**src/rtl/pipe_stage_reg.sv**
```systemverilog
// Elastic pipeline-stage register with a 2-entry skid buffer: one-cycle latency, full throughput,
// in_ready is a pure flop decode so back-pressure never chains combinationally. Optional stall counter via PIPE_STAGE_STATS_EN.
module pipe_stage_reg #(
  parameter int DATA_W = 71,
  parameter int CNT_W  = 16
) (
  input  logic              clk,
  input  logic              rst,
  input  logic              flush,
  input  logic              in_valid,
  output logic              in_ready,
  input  logic [DATA_W-1:0] in_data,
  output logic              out_valid,
  input  logic              out_ready,
  output logic [DATA_W-1:0] out_data
`ifdef PIPE_STAGE_STATS_EN
  ,
  output logic [CNT_W-1:0]  stall_count
`endif
);

  typedef enum logic [1:0] {
    ST_EMPTY = 2'd0,
    ST_ONE   = 2'd1,
    ST_FULL  = 2'd2
  } state_e;

  state_e            state_q, state_d;
  logic [DATA_W-1:0] main_q, main_d;
  logic [DATA_W-1:0] skid_q, skid_d;
  logic              in_fire;
  logic              out_fire;

  assign out_valid = (state_q != ST_EMPTY);
  assign in_ready  = (state_q != ST_FULL);
  assign out_data  = main_q;
  assign in_fire   = in_valid & in_ready;
  assign out_fire  = out_valid & out_ready;

  always_ff @(posedge clk or posedge rst) begin
    if (rst) begin
      state_q <= ST_EMPTY;
      main_q  <= '0;
      skid_q  <= '0;
    end else begin
      state_q <= state_d;
      main_q  <= main_d;
      skid_q  <= skid_d;
    end
  end

  always_comb begin
    state_d = state_q;
    main_d  = main_q;
    skid_d  = skid_q;
    unique case (state_q)
      ST_EMPTY: begin
        if (in_fire) begin
          main_d  = in_data;
          state_d = ST_ONE;
        end
      end
      ST_ONE: begin
        if (in_fire && out_fire) begin
          main_d = in_data;
        end else if (in_fire) begin
          skid_d  = in_data;
          state_d = ST_FULL;
        end else if (out_fire) begin
          state_d = ST_EMPTY;
        end
      end
      ST_FULL: begin
        // in_ready is low here, so only the drain case needs handling.
        if (out_fire) begin
          main_d  = skid_q;
          state_d = ST_ONE;
        end
      end
      default: state_d = ST_EMPTY;
    endcase
    // Flush wins over any transfer; data registers keep their stale contents.
    if (flush) begin
      state_d = ST_EMPTY;
    end
  end

`ifdef PIPE_STAGE_STATS_EN
  logic [CNT_W-1:0] cnt_q, cnt_d;

  always_comb begin
    cnt_d = cnt_q;
    if (out_valid && !out_ready && (cnt_q != {CNT_W{1'b1}})) begin
      cnt_d = cnt_q + CNT_W'(1);
    end
  end

  always_ff @(posedge clk or posedge rst) begin
    if (rst) begin
      cnt_q <= '0;
    end else begin
      cnt_q <= cnt_d;
    end
  end

  assign stall_count = cnt_q;
`endif

endmodule

```
**config.mk**
```make
export PLATFORM = sky130hd
export DESIGN_NAME = pipe_stage_reg
export DESIGN_NICKNAME = d
export VERILOG_FILES = /design/src/rtl/pipe_stage_reg.sv
export SDC_FILE = /design/constraint.sdc
export NUM_CORES = 1
export LEC_CHECK = 0
export CAP_MARGIN = 30
export CELL_PAD_IN_SITES_DETAIL_PLACEMENT = 0
export CELL_PAD_IN_SITES_GLOBAL_PLACEMENT = 1
export CORE_ASPECT_RATIO = 1.25
export CORE_MARGIN = 4
export CORE_UTILIZATION = 31
export CTS_CLUSTER_SIZE = 16
export DETAILED_ROUTE_END_ITERATION = 12
export PLACE_DENSITY = 0.75
export SYNTH_ARGS = -nofsm -noshare
export SYNTH_HDL_FRONTEND = slang
export SYNTH_SLANG_ARGS = --single-unit
```
**constraint.sdc**
```tcl
create_clock -name clk -period 4.71 [get_ports clk]
set_clock_uncertainty 0.15 [all_clocks]
set_input_delay 0.942 -clock clk [delete_from_list [all_inputs] [get_ports clk]]
set_output_delay 0.942 -clock clk [all_outputs]
set_load 0.05 [all_outputs]
```
# Yosys cells after proc, flatten, opt, wreduce, memory -nomap -nowiden
# Cells that the tools add are included.
[totals] ff_bits=144 in_bits=76 elab_cells=34
[classes] n_eq_ne=10 mux=11 bitwise=3 reduce_logical=7
[op_table] op="$mux 71" count=3
[op_table] op="$pmux 71 s3" count=1
[op_table] op="$mux 2" count=6
[op_table] op="$ne 3x3->1 const B" count=3
[op_table] op="$ne 2x2->1 const B" count=4
[op_table] op="$reduce_and 4->1" count=2
[op_table] op="$pmux 2 s3" count=1
[op_table] op="$ne 4x4->1 const B" count=1
[op_table] op="$reduce_and 3->1" count=1
[op_table] op="$reduce_bool 3->1" count=1
[op_table] op="$and 1x1->1" count=2
[op_table] op="$eq 2x1->1 const B" count=1
[op_table] op="$eq 2x2->1 const B" count=1
[op_table] op="$logic_not 2->1" count=1
[op_table] op="$reduce_bool 2->1" count=1
[op_table] op="$logic_and 1x1->1" count=1
[op_table] op="$not 1->1" count=1

# Longest topological paths before layout
# Gate-level depths: netlist of run 1.
[depth] ltp_word=7 mapped_depth=6

# Worst setup path after synthesis of run 1
# No wires, ideal clock.
[synth_timing] kind="input to register" startpoint="input port in_valid" endpoint="register skid_q[0]" arrival_time_ns=1.986 required_time_ns=4.435 setup_slack_ns=2.449 stages=5 n_path_buf=2 path_cell_list="nor2b_1 -> and3b_1 -> buf_2 -> buf_2 -> mux2_2"
[synth_between] elab_chain_len=4
[synth_rtl] item="start: declaration" line_no="10" text="input logic in_valid,"
[synth_rtl] item="$and 1x1->1 *" line_no="37" text="assign in_fire = in_valid & in_ready;"
[synth_rtl] item="$logic_and 1x1->1" line_no="64" text="if (in_fire && out_fire) begin"
[synth_rtl] item="$not 1->1 (no source line)"
[synth_rtl] item="$reduce_and 3->1 (no source line) *"
[synth_rtl] item="end signal: assignment" line_no="48" text="skid_q <= skid_d;"
[synth_rtl] item="end: declaration" line_no="30" text="logic [DATA_W-1:0] skid_q, skid_d;"
# Every way passes the cells marked *; elsewhere a longest branch is shown, timed or not.
# A chain may end at the register's enable or synchronous reset.

# Worst setup path after layout of run 1
[layout_timing] startpoint="register state_q[0]" endpoint="output port in_ready"
[layout_between] elab_chain_len=1
[layout_rtl] item="start: declaration" line_no="28" text="state_e state_q, state_d;"
[layout_rtl] item="start signal: assignment" line_no="46" text="state_q <= state_d;"
[layout_rtl] item="$ne 2x2->1" line_no="35" text="assign in_ready = (state_q != ST_FULL);"
[layout_rtl] item="end: declaration" line_no="11" text="output logic in_ready,"
# Every way passes these cells.

==> key figures, run 1 <==
STA
  • Achievable clock frequency: 0.3020 GHz
  • RSZ-0062 raised after global routing: no
  • Setup TNS: 0 ns
  • Fin crit share: 70.30%
  • Min Tclk post-route: roughly 3.3 ns
  • Setup Viol. Count Final: 0
  • Max_slew headroom: 43.65%
  • Final hold violations: 0
  • Worst-margin pin slew: 0.8435 ns
  • Final slew viol count: 0

Worst setup path
  • Required time worst endpoint: 3.62 ns
  • WP data arrival: about 2.2 ns
  • CP Launch Type: register
  • Crit. End Element: primary output
  • Worst Path Max Fanout: 28
  • Worst Setup Path Type: reg2out

Die
  • Die Wd: roughly 140 µm
  • Row count: 57
  • Die Ht: approximately 170 µm
  • I/O Pins: 149
  • Die area: 0.02262 mm²
  • Starting Density: between 30% and 40%
  • Core area: between 0.015 and 0.02 mm²

Drt
  • Pre-antenna DRT Iters: 3
  • DRT iter0 DRCs: 154
  • Drt drc: 0
  • Vias per cell: 4.581
  • Antenna-violating nets left: 0
  • Vias: 3,761
  • Avg WL per Cell: 16.72 µm
  • Detailed Route WL: 13.73 mm

Power
  • Flop pwr share: around two fifths
  • Max VDD drop: 0.2272 mV
  • Sw power: 1207 µW
  • Clock group share of total power: 33.0%
  • Internal power: 2808 µW
  • Sw Ratio: 30.06%
  • Leak pwr: about 0.0035 µW
  • Combinational share of power: 26.1%
  • Pwr dens: 465.2 mW/mm²

Synthesis
  • Number of synthesis warnings: 0
  • Gate count after technology mapping: 394
  • Avg Inst Size Synth: 15.94 µm²
  • Seq/Total Area, Yosys: a little under three fifths
  • Synth Register Bits: 144
  • Area of the mapped netlist: 0.006281 mm²
  • Yosys cell types: 18
  • Syn_nets: 470

CTS
  • Sink Count: 144
  • Reg clk slew, reported paths: 0.06 ns
  • Inserted Clock Buffers: 17
  • CTS resizes: 0
  • CTS tree: built
  • Root buffer cell: clkbuf_16
  • CTS max path bufs: 2
  • Worst skew pair latency: 0.41 ns
  • H-tree levels: 4
  • Post-CTS Setup Bufs: 0
  • Hold_buf cts: 0

Layout
  • Register area: 0.003603 mm²
  • Layout area overhead: 37.39%
  • Final net count: 621
  • Area of the multi-input gates: 0.002516 mm²
  • Final Instance Count excl. Fillers: 821
  • Layout cell share with drive strength beyond 1: 45.86%
  • Ant. Diodes: 0
  • Final instance area: 0.008630 mm²
  • Fin util: a little over two fifths
  • FILL cells: between 1,500 and 2,000

Job
  • Maxcap violations: 0

Place
  • Post-DP HPWL: 9.192 mm
  • Port Buffers: around 150
  • Gpl congestion: 0.6875
  • Dpl cell area: 0.008049 mm²
  • Dpl cells: 791

GRT
  • Largest net degree at the start of global routing: just over 70
  • Total GRT Usage: about 13%
  • Gr ovfl total: 0
  • First-pass GRT wire length: 22.46 mm
  • Initial antenna violation count: 0
  • Vias in the first global route: 4,269

Hold path
  • HP Class: reg2reg

Status
  • Status: finished, final reports clean
-- sequential cells by signal (all words and copies together) (netlist names) --
name	count
out_data	71
skid_q	71
state_q	2
-- metrics by stage --
step | setup WS (ns) | power [µW] | hold WS [ns]
6_report | 1.399 | 4014 | 0.3508
5_1_grt | 1.306 | 4204 | 0.3678
4_1_cts | 1.358 | 4079 | 0.3556
3_5_place_dp | 1.204 | 2725 | 0.3422
3_3_place_gp | 1.025 | 2680 | 0.3331
2_1_floorplan | 1.813 | 2342 | 0.3249
-- metal layers --
layer,GRT usage [%],share of wire [%]
met3,4.232,5.7
met1,15.15,42
met4,3.420,0.89
met5,0,0
met2,21.40,51
-- Yosys cell counts --
| cell type | instances | area share [%] |
|---|---|---|
| mux2_2 | 213 | 38 |
| dfrtp_1 | 144 | 57 |
| buf_2 | 12 | 0.96 |
| buf_6 | 10 | 1.8 |
| a21oi_1 | 2 | 0.16 |
| and3b_1 | 1 | 0.14 |
| inv_1 | 1 | 0.060 |
| inv_4 | 1 | 0.10 |
| mux2i_1 | 1 | 0.16 |
| nand2_1 | 1 | 0.060 |
| nor2_1 | 1 | 0.060 |
| nor2b_1 | 1 | 0.10 |
| nor2b_2 | 1 | 0.14 |
| nor3_1 | 1 | 0.080 |
| o21ba_2 | 1 | 0.16 |
| o2bb2ai_2 | 1 | 0.24 |
| or2_2 | 1 | 0.10 |
| or3b_2 | 1 | 0.14 |
-- worst paths after layout --
kind	cells after the start	from	end	slack, ns
setup reg to reg	4	state_q[1]$_DFFE_PP0P_	skid_q[7]$_DFFE_PP0P_	2.31
min in group asynchronous	2	rst	out_data[42]$_DFFE_PP0P_	0.91
max in group asynchronous	3	rst	skid_q[43]$_DFFE_PP0P_	2.53
hold / removal	1	skid_q[70]$_DFFE_PP0P_	skid_q[70]$_DFFE_PP0P_	0.35
hold reg to reg	1	skid_q[70]$_DFFE_PP0P_	skid_q[70]$_DFFE_PP0P_	0.35
setup / recovery	3	state_q[0]$_DFFE_PP0P_	in_ready	1.40
-- logic make-up after synthesis --
family                 share of synthesized area, %
AOI/OAI and AO/OA                            0.5577
buffers and inverters                         2.908
DFF                                           57.37
muxes                                         38.35
and+or+nand+nor                              0.8167
-- worst max-delay path, stage by stage, from the launching register on --
cell,delay (ns)
dfrtp_1,0.51
nor2b_4,0.09
inv_4,0.30
clkdlybuf4s50_1,0.88
-- placed cells by master (no fill, tap or decap) --
cell type        instances
clkinvlp_4               3
nand2_1                  1
or3b_2                   1
mux2i_1                  1
and3b_4                  1
buf_16                   1
dfrtp_1                144
clkinv_4                 2
nor2_1                   1
buf_12                   3
mux2_2                 213
o2bb2ai_4                1
clkbuf_8                 3
nor2b_4                  1
or2_2                    1
bufinv_16                2
clkbuf_16               17
clkbuf_1                 2
nor3_1                   1
o21ba_2                  1
a21oi_1                  2
clkinv_2                 1
buf_4                    2
clkdlybuf4s50_1        148
inv_6                    1
inv_4                    1
nor2b_1                  1
-- cell type report --
| type | instances | share of cell area (%) |
|---|---|---|
| clock inverter | 8 | 1.232 |
| tap | 265 | 3.842 |
| clock buffer | 22 | 5.495 |
| inverter | 2 | 0.1595 |
| timing repair buffer | 154 | 18.36 |
| sequential | 144 | 41.76 |
| multi-input combinational | 226 | 29.16 |
-- power groups by stage --
stage,Combinational (µW),Sequential [µW],Clock [µW]
2_1_floorplan,369,1970,0
3_3_place_gp,1030,1650,0
3_5_place_dp,1060,1660,0
4_1_cts,1060,1640,1370
5_1_grt,1110,1680,1420
6_report,1050,1640,1330
Power figures use the tool's default switching activity.
==> inputs of run 2 (changes only) <==
Clock period 4.71 ns to 2.8 ns, I/O delays scaled along.
==> run 2 against run 1 <==
Global-route usage is 0.33 points higher. Total power up 71%. Die area unchanged. Sequential cell count unchanged. Cell area up 1.9%. Non-clock buffer count increased by 9. Register-to-register slack got worse by 1.4 ns. Combinational power rose by 70%. Sequential power grew 68%. Largest cell class unchanged.
==> key figures, run 2 (same netlist as run 1, synthesis figures left out) <==
STA
  • Max_slew headroom: 50.18%
  • Fin crit share: 94.07%
  • Final slew viol count: 0
  • Setup TNS: 0 ns
  • Achievable clock frequency: 0.3796 GHz
  • Worst-margin pin slew: 0.7457 ns
  • Setup Viol. Count Final: 0
  • PnR worst setup slack: 0.1659 ns
  • Min Tclk post-route: roughly 2.6 ns
  • RSZ-0062 raised after global routing: no
  • Final hold violations: 0

Drt
  • Metal2 WL: just over 7 mm
  • Vias: slightly below 4,000
  • Detailed Route WL: 14.06 mm
  • Antenna-violating nets left: 0
  • Vias per cell: 4.623
  • DRT iter0 DRCs: roughly 140
  • Highest metal used: met4
  • Pre-antenna DRT Iters: 4
  • Drt drc: 0
  • Met1 Routed Length: 6.057 mm
  • Avg WL per Cell: 16.90 µm
  • Met3 WL: ~600 µm

Worst setup path
  • Crit. End Element: primary output
  • Required time worst endpoint: 2.09 ns
  • R2r worst-path depth: 4
  • CP Launch Type: register
  • Worst Setup Path Type: reg2out
  • FF-to-FF End: out_data[10]$_DFFE_PP0P_
  • Worst Path Max Fanout: 7
  • WP data arrival: 1.92 ns
  • Reg2Reg Launch Point: state_q[0]$_DFFE_PP0P_
  • R2R Setup Slk: 0.87 ns

Place
  • Post-DP HPWL: ~9.6 mm
  • Gpl congestion: between 0.6 and 0.7
  • Port Buffers: between 100 and 150
  • Dpl cells: 800
  • Pre-CTS setup slack: 0.2393 ns

Power
  • Max VDD drop: 0.3806 mV
  • Pwr dens: 779.3 mW/mm²
  • Power after layout: between 6000 and 7000 µW
  • Leak pwr: 0.003558 µW

CTS
  • Inserted Clock Buffers: 17
  • H-tree levels: 4
  • Post-CTS Setup Bufs: 0
  • CTS resizes: 0
  • Worst skew pair latency: 0.41 ns
  • CTS tree: built
  • CTS max path bufs: 2
  • Reg clk slew, reported paths: 0.06 ns
  • Root buffer cell: clkbuf_16
  • Sink Count: ~140
  • Hold_buf cts: 0

Layout
  • Commonest cells after routing, fill and taps aside: mux2_2 (213), clkdlybuf4s50_1 (147), dfrtp_1 (144), clkbuf_16 (17), buf_12 (10)
  • Layout area overhead: 39.94%
  • Layout cell share with drive strength beyond 1: 47.44%
  • Ant. Diodes: 0
  • Final net count: 630
  • Most common cell after layout, fill and taps aside: mux2_2
  • Final Instance Count excl. Fillers: between 800 and 900

Die
  • Die area: approximately 0.023 mm²
  • Core area: 0.01968 mm²
  • Die Ht: 167.1 µm
  • Starting Density: about a third
  • Row count: 57
  • Die Wd: around 140 µm
  • I/O Pins: between 100 and 150

Job
  • Maxcap violations: 0

GRT
  • Total GRT Usage: approximately an eighth
  • Vias in the first global route: approximately 4,300
  • Largest net degree at the start of global routing: 46
  • First-pass GRT wire length: roughly 23 mm
  • Initial antenna violation count: 0
  • Gr ovfl total: 0

Status
  • Status: finished, final reports clean

Hold path
  • Hold worst-path end: skid_q[70]$_DFFE_PP0P_
  • Hold Path Stages: 1
  • Launch point of the worst hold path: skid_q[70]$_DFFE_PP0P_
  • HP Class: reg2reg
[run 2: changes by cell type in the layout (fill, tap and decap cells not counted)]
| cell | previous run | this run |
|---|---|---|
| buf_16 | 1 | 0 |
| clkinvlp_4 | 3 | 4 |
| clkinv_2 | 1 | 2 |
| buf_12 | 3 | 10 |
| clkdlybuf4s50_1 | 148 | 147 |
| clkbuf_8 | 3 | 4 |
| clkinv_4 | 2 | 1 |
| buf_4 | 2 | 6 |
| clkbuf_1 | 2 | 0 |
| inv_6 | 1 | 3 |
[run 2: power by group]
part	total (µW)	switching (µW)	leakage (µW)	internal, µW
sequential	2760	229	0.00171	2530
clock	2310	891	0.000292	1410
combinational	1780	954	0.00156	829
total	6850	2070	0.00356	4780
[run 2: through the flow]
step | cell area, µm² | hold WS (ns) | util [%]
6_report | 8790 | 0.3494 | 44.65
5_1_grt | 8790 | 0.3653 | 44.65
4_1_cts | 8790 | 0.3557 | 44.65
3_5_place_dp | 8182 | 0.3417 | 41.57
3_3_place_gp | 8182 | 0.3330 | 41.57
2_1_floorplan | 6285 | 0.3249 | -
[run 2: per-layer routing]
layer / up-vias / GRT usage, %
li1: 1740 / -
met1: 2010 / 15.77
met2: 87 / 22.08
met3: 9 / 3.661
met4: 0 / 3.814
met5: - / 0
[run 2: area by class of cell]
cell class	count	area (µm²)
clock inverters	11	127.6
flip-flops and latches	144	3603
repair buffers	163	1717
fillers	1779	10890
inverters	2	13.76
clock buffers	21	480.5
well taps	265	331.6
multi-input cells	226	2516
[run 2: worst max path at each step]
stage / startpoint / endpoint / cells past startpoint
global placement: out_ready / out_data[69]$_DFFE_PP0P_ / 5
global route: state_q[0]$_DFFE_PP0P_ / out_valid / 2
finish: state_q[0]$_DFFE_PP0P_ / out_valid / 2
CTS: state_q[0]$_DFFE_PP0P_ / out_valid / 2
detailed placement: out_ready / out_data[57]$_DFFE_PP0P_ / 5
floorplan: rst / out_data[0]$_DFFE_PP0P_ / 1
[run 2: critical path: stages (launching register included)]
cell	delay [ns]
dfrtp_1	0.48
or2_2	0.33
clkdlybuf4s50_1	0.70
